### src/rtl/fsm_out_wrmem_if.sv
// Port bundle for the output-side transfer controller: the actor token
// stream, the local memory write port and the shared port-selector handshake.
// The controller uses the master modport; the surrounding wrapper uses slave.
interface fsm_out_wrmem_if #(
    parameter int DATA_W = 32,
    parameter int ADDR_W = 10
);
    // port-selector handshake
    logic              selected;
    logic              portEn;
    logic              free;
    // actor output token stream
    logic              OUT_send;
    logic [DATA_W-1:0] OUT_data;
    logic              OUT_rdy;
    // local output memory write port
    logic              wr_en;
    logic [ADDR_W-1:0] wr_addr;
    logic [DATA_W-1:0] wr_data;

    modport master (
        input  selected,
        input  OUT_send,
        input  OUT_data,
        output portEn,
        output free,
        output OUT_rdy,
        output wr_en,
        output wr_addr,
        output wr_data
    );

    modport slave (
        output selected,
        output OUT_send,
        output OUT_data,
        input  portEn,
        input  free,
        input  OUT_rdy,
        input  wr_en,
        input  wr_addr,
        input  wr_data
    );
endinterface

### src/rtl/fsm_out_wrmem.sv
// Output-side transfer controller: drains one actor output port into the
// local output memory in bursts of at most BURST words per selector grant,
// writing consecutive addresses from base and raising endsend after size
// words. Optional feature: define FSM_OUT_WRMEM_STATS_EN to add the nbursts
// output, which counts released grants since the last re-arm.
module fsm_out_wrmem #(
    parameter int DATA_W = 32,
    parameter int ADDR_W = 10,
    parameter int CNT_W  = 10,
    parameter int BURST  = 16
) (
    input  logic              clk,
    input  logic              rst,
    input  logic              start,
    input  logic [CNT_W-1:0]  size,
    input  logic [ADDR_W-1:0] base,
    fsm_out_wrmem_if.master   bus,
    output logic              endsend
`ifdef FSM_OUT_WRMEM_STATS_EN
    ,
    output logic [CNT_W-1:0]  nbursts
`endif
);

    typedef enum logic [1:0] {
        IDLE = 2'd0,
        ARM  = 2'd1,
        RECV = 2'd2,
        FREE = 2'd3
    } state_t;

    localparam logic [CNT_W-1:0] BURST_C = CNT_W'(BURST);

    state_t            state, state_n;
    logic [ADDR_W-1:0] addr, addr_n;
    logic [CNT_W-1:0]  wcnt, wcnt_n;
    logic [CNT_W-1:0]  bcnt, bcnt_n;
    logic [CNT_W-1:0]  wcnt_inc, bcnt_inc;
    logic              endburst;
    logic              rdy;
    logic              acc;

    assign endsend  = (wcnt == size);
    assign endburst = (bcnt == BURST_C);
    assign wcnt_inc = wcnt + 1'b1;
    assign bcnt_inc = bcnt + 1'b1;

    // Ready only while receiving with room left in both the grant and the transfer.
    assign rdy = (state == RECV) && !endburst && !endsend;
    assign acc = bus.OUT_send && rdy;

    assign bus.OUT_rdy = rdy;
    assign bus.wr_en   = acc;
    assign bus.wr_addr = addr;
    assign bus.wr_data = bus.OUT_data;
    assign bus.portEn  = (state == IDLE) && !bus.selected;
    assign bus.free    = (state == FREE);

    // State and counter registers; reset returns to IDLE without a free pulse.
    always_ff @(posedge clk or posedge rst) begin
        if (rst) begin
            state <= IDLE;
            addr  <= '0;
            wcnt  <= '0;
            bcnt  <= '0;
        end else begin
            state <= state_n;
            addr  <= addr_n;
            wcnt  <= wcnt_n;
            bcnt  <= bcnt_n;
        end
    end

    // Next-state and counter updates: re-arm in IDLE, count accepts in RECV.
    always_comb begin
        state_n = state;
        addr_n  = addr;
        wcnt_n  = wcnt;
        bcnt_n  = bcnt;
        case (state)
            IDLE: begin
                if (!start) begin
                    addr_n = base;
                    wcnt_n = '0;
                end else if (bus.selected && !endsend) begin
                    state_n = ARM;
                end
            end
            ARM: begin
                bcnt_n  = '0;
                state_n = RECV;
            end
            RECV: begin
                if (acc) begin
                    addr_n = addr + 1'b1;
                    wcnt_n = wcnt_inc;
                    bcnt_n = bcnt_inc;
                end
                // Leave on a source stall, a closed window, or the last word of
                // the grant/transfer being taken this cycle.
                if (!bus.OUT_send || !rdy ||
                    (acc && ((bcnt_inc == BURST_C) || (wcnt_inc == size)))) begin
                    state_n = FREE;
                end
            end
            FREE: begin
                state_n = IDLE;
            end
            default: begin
                state_n = IDLE;
            end
        endcase
    end

`ifdef FSM_OUT_WRMEM_STATS_EN
    // Grant counter: cleared on re-arm, bumped once per released grant.
    always_ff @(posedge clk or posedge rst) begin
        if (rst) begin
            nbursts <= '0;
        end else if ((state == IDLE) && !start) begin
            nbursts <= '0;
        end else if (state == FREE) begin
            nbursts <= nbursts + 1'b1;
        end
    end
`endif

endmodule

### src/flat_wrapper.sv
// flat-port wrapper written by rule: the top's interface ports become plain ports
module fsm_out_wrmem_flat 
#(
    parameter int DATA_W = 32,
    parameter int ADDR_W = 10,
    parameter int CNT_W  = 10,
    parameter int BURST  = 16
)
  (clk, rst, start, size, base, endsend, bus_selected, bus_OUT_send, bus_OUT_data, bus_portEn, bus_free, bus_OUT_rdy, bus_wr_en, bus_wr_addr, bus_wr_data);
  fsm_out_wrmem_if #(.DATA_W(DATA_W), .ADDR_W(ADDR_W)) bus_i ();
  input  logic clk;
  input  logic rst;
  input  logic start;
  input  logic [CNT_W-1:0] size;
  input  logic [ADDR_W-1:0] base;
  output logic endsend;
  input wire logic [$bits(bus_i.selected)-1:0] bus_selected;
  input wire logic [$bits(bus_i.OUT_send)-1:0] bus_OUT_send;
  input wire logic [$bits(bus_i.OUT_data)-1:0] bus_OUT_data;
  output wire logic [$bits(bus_i.portEn)-1:0] bus_portEn;
  output wire logic [$bits(bus_i.free)-1:0] bus_free;
  output wire logic [$bits(bus_i.OUT_rdy)-1:0] bus_OUT_rdy;
  output wire logic [$bits(bus_i.wr_en)-1:0] bus_wr_en;
  output wire logic [$bits(bus_i.wr_addr)-1:0] bus_wr_addr;
  output wire logic [$bits(bus_i.wr_data)-1:0] bus_wr_data;
  assign bus_i.selected = bus_selected;
  assign bus_i.OUT_send = bus_OUT_send;
  assign bus_i.OUT_data = bus_OUT_data;
  assign bus_portEn = bus_i.portEn;
  assign bus_free = bus_i.free;
  assign bus_OUT_rdy = bus_i.OUT_rdy;
  assign bus_wr_en = bus_i.wr_en;
  assign bus_wr_addr = bus_i.wr_addr;
  assign bus_wr_data = bus_i.wr_data;
  fsm_out_wrmem #(.DATA_W(DATA_W), .ADDR_W(ADDR_W), .CNT_W(CNT_W), .BURST(BURST)) u_core (.clk(clk), .rst(rst), .start(start), .size(size), .base(base), .bus(bus_i), .endsend(endsend));
endmodule
### config.mk
export PLATFORM = sky130hd
export DESIGN_NAME = fsm_out_wrmem_flat
export DESIGN_NICKNAME = d
export VERILOG_FILES = /design/src/rtl/fsm_out_wrmem_if.sv /design/src/rtl/fsm_out_wrmem.sv /design/src/flat_wrapper.sv
export SDC_FILE = /design/constraint.sdc
export NUM_CORES = 1
export LEC_CHECK = 0
export BUFFER_PORTS_ARGS = -buffer_cell sky130_fd_sc_hd__buf_2
export CAP_MARGIN = 20
export CELL_PAD_IN_SITES_DETAIL_PLACEMENT = 1
export CELL_PAD_IN_SITES_GLOBAL_PLACEMENT = 2
export CORE_UTILIZATION = 26
export CTS_CLUSTER_SIZE = 14
export DETAILED_ROUTE_END_ITERATION = 12
export PLACE_DENSITY = 0.86
export REMOVE_ABC_BUFFERS = 1
export SETUP_SLACK_MARGIN = 0.02
export SYNTH_ARGS = -nofsm -noshare
export SYNTH_HDL_FRONTEND = slang
export SYNTH_SLANG_ARGS = --single-unit
### constraint.sdc
create_clock -name clk -period 2.9 [get_ports clk]
set_input_delay 0.145 -clock clk [delete_from_list [all_inputs] [get_ports clk]]
set_output_delay 0.145 -clock clk [all_outputs]
set_load 0.02 [all_outputs]
==> out/results.tsv, run 1 <==
metric	value	unit
status	finished clean	
hold path endpoint	u_core.bus.wr_addr[1]	
CP endpoint kind	flop	
Synth Warn #	0	
HP Start	base[1]	
Clock Tree Buf Depth	2	
skew final	0.00621	ns
chip width	99.2	um
count of final setup violators	0	
WS Path Type	flop to flop	
placer congestion estimate	0.882	
dpl hpwl	5640	um
flop2flop setup slack	0.21	ns
Core Footprint	9200	sq um
clock slew at reported path FFs	0.07	ns
Worst setup SP type	flop	
drt pass-1 iters	4	
Die H	99.2	um
Root Driver	clkbuf_8	
layout cells sized above 1	18.9	%
remaining antenna violation count	0	
RSZ-0062 raised after global routing	false	
Post-synth ARST share	100	%
row count	35	
Fin. Hold Viols	0	
Layout area overhead	7.49	%
Worst Path Arrival	2.86	ns
Iteration-0 DRC Markers	117	
Post-CTS Resized	0	
Synth Instances	300	
sequential area share after synthesis	32.6	%
initial antenna violation count	0	
synthesized flop and latch total	32	
DIE AREA	9840	sq um
Final Cycle Share	92.8	%
CTS tree	built	
FMAX	372	MHz
Crit Reg-Reg Startpoint	u_core.wcnt[0]	
Relative slew margins	62.9	%
Initial Util	26.7	%
max-cap viol count	0	
pre-CTS setup slack	0.239	ns
final design utilization	28.7	%
CTS sink count	32	
number of global-route vias before repair	2254	
shortest period the worst path allows	2.69	ns
H-tree Lvls	2	
peak supply drop	0.388	mV
library cells used by synthesis	50	
wire length per cell	18.4	um
DR vias/cell	5.23	
ant diodes	0	
drt total wl	7680	um
Clock Latency Late Sink	0.29	ns
I/O pins	104	
Synth Area per Inst	8.19	sq um
CP required	3.07	ns
worst-margin pin slew	0.550	ns
Leakage	1.14	nW
r2r endpoint	u_core.state[1]	
setup ws final	0.209	ns
Synth Flop Type	dfrtp_1	
vias	2188	
FF-to-FF path depth	7	
Final Max Tran Viols	0	
DRC	0	
total gr overflow	0	
buffers added on ports	39	
PD cells	913	nW/um^2
Setup Total Neg Slack	0	ns
Mapped Area	2460	sq um
Post-synth EDFFs	0	
gr usage total	16.1	%
crit-path max FO	8	
largest net degree at the start of global routing	39	
nets	371	
first-pass GRT wire length	12200	um
CTS Buf Count	5	
Min-Delay Path Class	input port to flop	
Hold Path Stages	3	
[worst max-delay path by stage]
stage                               start               endpoint  slack (ns)  cells past startpoint
after global placement     u_core.wcnt[3]        u_core.state[1]        0.31                      6
after floorplan           u_core.state[0]  u_core.bus.wr_addr[0]        0.14                      8
final                      u_core.wcnt[0]        u_core.state[1]        0.21                      7
after global routing       u_core.wcnt[3]        u_core.state[1]        0.04                      6
after CTS                  u_core.wcnt[0]        u_core.state[1]        0.23                      7
after detailed placement   u_core.wcnt[0]        u_core.state[1]        0.24                      7
[registers in the layout, summed over array words and instances, names as in the netlist]
name                count
u_core.bcnt            10
u_core.bus.wr_addr     10
u_core.wcnt            10
u_core.state            2
[per-stage QoR]
stage | total power, mW | cells | area (sq um) | hold slack, ns
finish | 2.41 | 418 | 2640 | 0.155
global route | 2.62 | 418 | 2640 | 0.169
CTS | 2.45 | 418 | 2640 | 0.150
detailed placement | 2.00 | 409 | 2520 | 0.275
global placement | 1.96 | 409 | 2520 | 0.268
floorplan | 1.58 | 254 | 2150 | 0.261
[placed cells by master, fill, tap and decap left out, types with 2 or more instances in the layout]
cell       count
nand2_1       34
nand3_1       12
nand2b_1       5
o21ai_0       31
nand4_1        6
a31oi_1        2
o21a_1         2
ha_1           8
a21oi_1       23
and3_1        10
xnor2_1       11
buf_2         39
nor2b_1        5
dfrtp_1       32
o22ai_1        6
xor2_1         8
clkbuf_8       5
buf_4          5
a2bb2oi_1      2
a211oi_1       3
o31ai_1        3
nor3_1         4
nor2_1        14
o21ai_1        2
inv_1          8
[final cells by class]
type / count / area, sq um
clock inverters: 2 / 35.0
well taps: 111 / 139
clock buffers: 6 / 72.6
fillers: 1135 / 6560
multi-input cells: 213 / 1320
repair buffers: 45 / 243
inverters: 9 / 33.8
flip-flops and latches: 32 / 801
[worst max-delay path, cell delays in order, from the launching register on]
cell and delay, ns:
dfrtp_1 0.48, ha_1 0.30, and3_1 0.30, nand3_1 0.17
o32a_1 0.36, a2111oi_0 0.52, a21oi_2 0.14, mux2_4 0.32
[report_power, final]
group          internal, mW  total, mW  switching, mW
Sequential            0.577      0.748          0.171
Clock                 0.255      0.435          0.180
Combinational         0.470       1.23          0.756
[metal layers]
| layer | up-vias | part of all wire, % | GRT usage (%) | wire [um] |
|---|---|---|---|---|
| li1 | 1038 | - | - | - |
| met1 | 1078 | 46 | 20.6 | 3550 |
| met2 | 68 | 44 | 24.2 | 3380 |
| met3 | 4 | 9.1 | 8.01 | 696 |
| met4 | 0 | 0.63 | 3.85 | 48 |
| met5 | - | 0 | 2.05 | 0 |
[what timing repair did]
action	in CTS	in global routing
hold buffers	1	0
endpoints found under the hold margin	32	0
setup buffers	0	0
[kinds of logic (layout without fill, tap and decap cells)]
kind of cell               Yosys count  in the layout  share of synthesized area [%]
and+or+nand+nor                     96             96                           19.2
AOI/OAI and AO/OA                   88             88                           22.5
muxes                                2              2                           1.02
xor gates and xnor gates            19             19                           6.78
DFF                                 32             32                           32.6
adders and majority gates            8              8                           4.08
buffers and inverters               55             62                           13.8
[synthesized netlist by cell type (2+ instances only)]
library cell | count | area share (%)
inv_1 | 8 | 1.2
a21oi_1 | 23 | 4.7
ha_1 | 8 | 4.1
xor2_1 | 8 | 2.9
a31oi_1 | 2 | 0.51
and3_1 | 10 | 2.5
nor2_1 | 14 | 2.1
a211oi_1 | 3 | 0.92
clkbuf_1 | 9 | 1.4
nand4_1 | 6 | 1.5
o31ai_1 | 3 | 0.92
nand2b_1 | 5 | 1.3
o22ai_1 | 6 | 1.5
nand3_1 | 12 | 2.4
a2bb2oi_1 | 2 | 0.71
nor2b_1 | 5 | 1.3
nor3_1 | 4 | 0.82
o21ai_0 | 31 | 6.3
o21a_1 | 2 | 0.61
dfrtp_1 | 32 | 33
buf_4 | 32 | 9.8
buf_2 | 3 | 0.61
o21ai_1 | 2 | 0.41
xnor2_1 | 11 | 3.9
nand2_1 | 34 | 5.2
(Power assumes the default switching activity.)
==> run 2, diff against run 1 <==
--- a/config.mk
+++ b/config.mk
@@ -5,6 +5,7 @@
 export SDC_FILE = /design/constraint.sdc
 export NUM_CORES = 1
 export LEC_CHECK = 0
+export ABC_AREA = 1
 export BUFFER_PORTS_ARGS = -buffer_cell sky130_fd_sc_hd__buf_2
 export CAP_MARGIN = 20
 export CELL_PAD_IN_SITES_DETAIL_PLACEMENT = 1
@@ -12,7 +13,7 @@
 export CORE_UTILIZATION = 26
 export CTS_CLUSTER_SIZE = 14
 export DETAILED_ROUTE_END_ITERATION = 12
-export PLACE_DENSITY = 0.86
+export PLACE_DENSITY = 0.87
 export REMOVE_ABC_BUFFERS = 1
 export SETUP_SLACK_MARGIN = 0.02
 export SYNTH_ARGS = -nofsm -noshare
==> out/results.tsv, run 2 <==
metric	value	unit	change
status	finished clean		
layout cells sized above 1	20.8	%	+1.9 points
CTS tree	built		
post-synth top area share	28.3	%	-4.3 points
placer congestion estimate	0.812		-8.0%
Synth Warn #	0		unchanged
synthesized flop and latch total	32		unchanged
most frequent cells in the layout	121 x nand2_1, 41 x inv_1, 39 x buf_2		
WP buf/inv	2		+2
vias	2547		+16%
library cells used by synthesis	33		-34%
Post-synth ARST share	100	%	unchanged
net switching power	1.04	mW	-5.9%
max-cap viol count	0		unchanged
Min-Delay Path Class	input port to flop		
largest area contributor in the synthesized netlist	dfrtp_1		
CP Cell Sequence	inv_1 -> ha_1 -> nand3_1 -> nor3_1 -> nor2_1 -> nand2_1 -> nor2_4 -> buf_2		
Logic pwr share	50.4	%	-0.5 points
RSZ-0062 raised after global routing	false		
buffers added on ports	39		unchanged
top post-synthesis cells by area	dfrtp_1 28%, nand2_1 16%, buf_4 9.0%, nand3_1 5.7%, inv_1 5.4%		
number of global-route vias before repair	2633		+17%
Leakage	1.44	nW	+27%
Relative slew margins	53.8	%	-9.1 points
DRC	0		unchanged
gr usage total	15.5	%	-0.65 points
total gr overflow	0		unchanged
Post-CTS Setup Repair Bufs	0		unchanged
Slowest-stage cell, CP	dfrtp_1		
Core Footprint	10400	sq um	+13%
Mapped Area	2830	sq um	+15%
Fin. Hold Viols	0		unchanged
CTS Hold Bufs	1		unchanged
Setup Total Neg Slack	0	ns	unchanged
Layout area overhead	4.78	%	
Post-CTS Resized	0		unchanged
Initial Util	27.1	%	+0.44 points
largest net degree at the start of global routing	39		unchanged
shortest period the worst path allows	2.14	ns	-0.555 ns
PD cells	735	nW/um^2	-19%
clock slew at reported path FFs	0.06	ns	about the same
Sw Share	47.8	%	+1.9 points
FMAX	468	MHz	+26%
CP endpoint kind	output pin		
Sequential Power Share	32.5	%	+1.5 points
H-tree Lvls	2		unchanged
Synth Area per Inst	7.02	sq um	-14%
Synth Instances	403		+34%
cell family with most CP delay	simple AND/OR/NAND/NOR gates		
Die H	106	um	+7.1%
peak supply drop	0.441	mV	+14%
Worst Path Arrival	1.99	ns	-0.87 ns
Worst setup SP type	flop		
Root Driver	clkbuf_8		
final design utilization	28.4	%	-0.26 points
I/O pins	104		unchanged
skew final	0.00681	ns	+0.000593 ns
cell internal pwr	1.14	mW	-13%
Post-synth top cells	121 x nand2_1, 41 x inv_1, 34 x buf_4		
ant diodes	0		unchanged
first-pass GRT wire length	13600	um	+11%
Clock Tree Buf Depth	2		unchanged
row count	37		+5.7%
wire length per cell	15.2	um	-17%
fin area	2960	sq um	+12%
Clock Latency Late Sink	0.28	ns	about the same
initial antenna violation count	0		unchanged
crit-path max cell delay	0.45	ns	-0.07 ns
placed cell area	2860	sq um	+13%
most common cell in the netlist	nand2_1		
count of final setup violators	0		unchanged
remaining antenna violation count	0		unchanged
most common cell after layout, fill and taps aside	nand2_1		
sequential area share after synthesis	28.3	%	-4.3 points
Final Max Tran Viols	0		unchanged
chip width	106	um	+7.1%
nets	474		+28%
CTS Buf Count	5		unchanged
Final Cycle Share	73.6	%	-19 points
DR vias/cell	4.67		-11%
CP required	2.76	ns	-0.31 ns
DIE AREA	11300	sq um	+15%
drt pass-1 iters	4		unchanged
crit-path max FO	7		-1
dpl hpwl	6730	um	+19%
worst-margin pin slew	0.692	ns	+0.142 ns
drt total wl	8300	um	+8.1%
Post-synth EDFFs	0		unchanged
setup ws final	0.764	ns	+0.555 ns
Iteration-0 DRC Markers	46		-61%
pre-CTS setup slack	0.823	ns	+0.584 ns
CTS sink count	32		unchanged
Synth Flop Type	dfrtp_1		
fillers	1315		+16%
WS Path Type	flop to output pin		
Clock Power Share	17.1	%	-1.0 points
[run 2: cell types whose count changed in the layout (fill, tap and decap cells not counted), moves of 9 or more]
cell | before | now
nand2_2 | 0 | 15
inv_1 | 8 | 41
nor2_1 | 14 | 27
nand3_1 | 12 | 32
o21ai_2 | 0 | 10
nand2_1 | 34 | 121
and3_1 | 10 | 0
o21ai_0 | 31 | 22
a21oi_1 | 23 | 1
[run 2: stage by stage]
| stage | hold slack (ns) | cells | total power [mW] |
|---|---|---|---|
| after global placement | 0.258 | 537 | 1.78 |
| after CTS | 0.163 | 545 | 2.22 |
| final | 0.170 | 545 | 2.18 |
| after global routing | 0.179 | 545 | 2.37 |
| after floorplan | 0.261 | 359 | 1.48 |
| after detailed placement | 0.290 | 537 | 1.83 |
[run 2: routing by layer]
| layer | wire length, um | vias to the layer above | global-route usage, % |
|---|---|---|---|
| li1 | - | 1246 | - |
| met1 | 3720 | 1214 | 19.7 |
| met2 | 3760 | 83 | 23.7 |
| met3 | 774 | 4 | 7.17 |
| met4 | 48 | 0 | 2.98 |
| met5 | 0 | - | 1.90 |
[run 2: path summary, 6_finish.rpt]
path                                  startpoint               endpoint  depth (start not counted)  slack [ns]
hold / removal                           base[0]  u_core.bus.wr_addr[0]                          3        0.17
setup reg to reg                  u_core.bcnt[0]         u_core.wcnt[2]                         10        0.83
hold reg to reg            u_core.bus.wr_addr[8]  u_core.bus.wr_addr[8]                          2        0.53
max in group asynchronous                    rst         u_core.bcnt[9]                          4        1.70
setup / recovery                  u_core.bcnt[0]              bus_wr_en                          8        0.76
min in group asynchronous                    rst  u_core.bus.wr_addr[2]                          3        0.50
[run 2: area by class of cell]
| class | instances | area, sq um | share of cell area [%] |
|---|---|---|---|
| sequential | 32 | 801 | 27.0 |
| clock buffer | 7 | 96.3 | 3.25 |
| tap | 136 | 170 | 5.74 |
| timing repair buffer | 43 | 228 | 7.69 |
| inverter | 44 | 165 | 5.57 |
| multi-input combinational | 283 | 1500 | 50.7 |
[run 2: logic make-up after synthesis]
| family | count (synthesis) | share of synthesized area, % |
|---|---|---|
| and+or+nand+nor | 213 | 33.5 |
| buffers and inverters | 88 | 18.5 |
| AOI/OAI and AO/OA | 41 | 9.38 |
| DFF | 32 | 28.3 |
| xor gates and xnor gates | 15 | 4.65 |
| adders and majority gates | 8 | 3.54 |
| muxes | 6 | 2.12 |
[run 2: worst reg2reg max path, stage by stage, from the launching register on]
cell and delay (ns):
dfrtp_1 0.45, inv_1 0.11, ha_1 0.21, nand3_1 0.09
nor3_1 0.06, nor2_1 0.20, nand3_4 0.16, o21ai_4 0.11
nand2_4 0.28, nand2_1 0.21, o21ai_2 0.07
[run 2: power by group through the flow]
stage               registers [mW]  clock network [mW]  logic [mW]
finish                       0.707               0.373        1.10
global route                 0.731               0.406        1.24
CTS                          0.708               0.387        1.12
detailed placement           0.717                   0        1.11
global placement             0.713                   0        1.07
floorplan                    0.762                   0       0.717
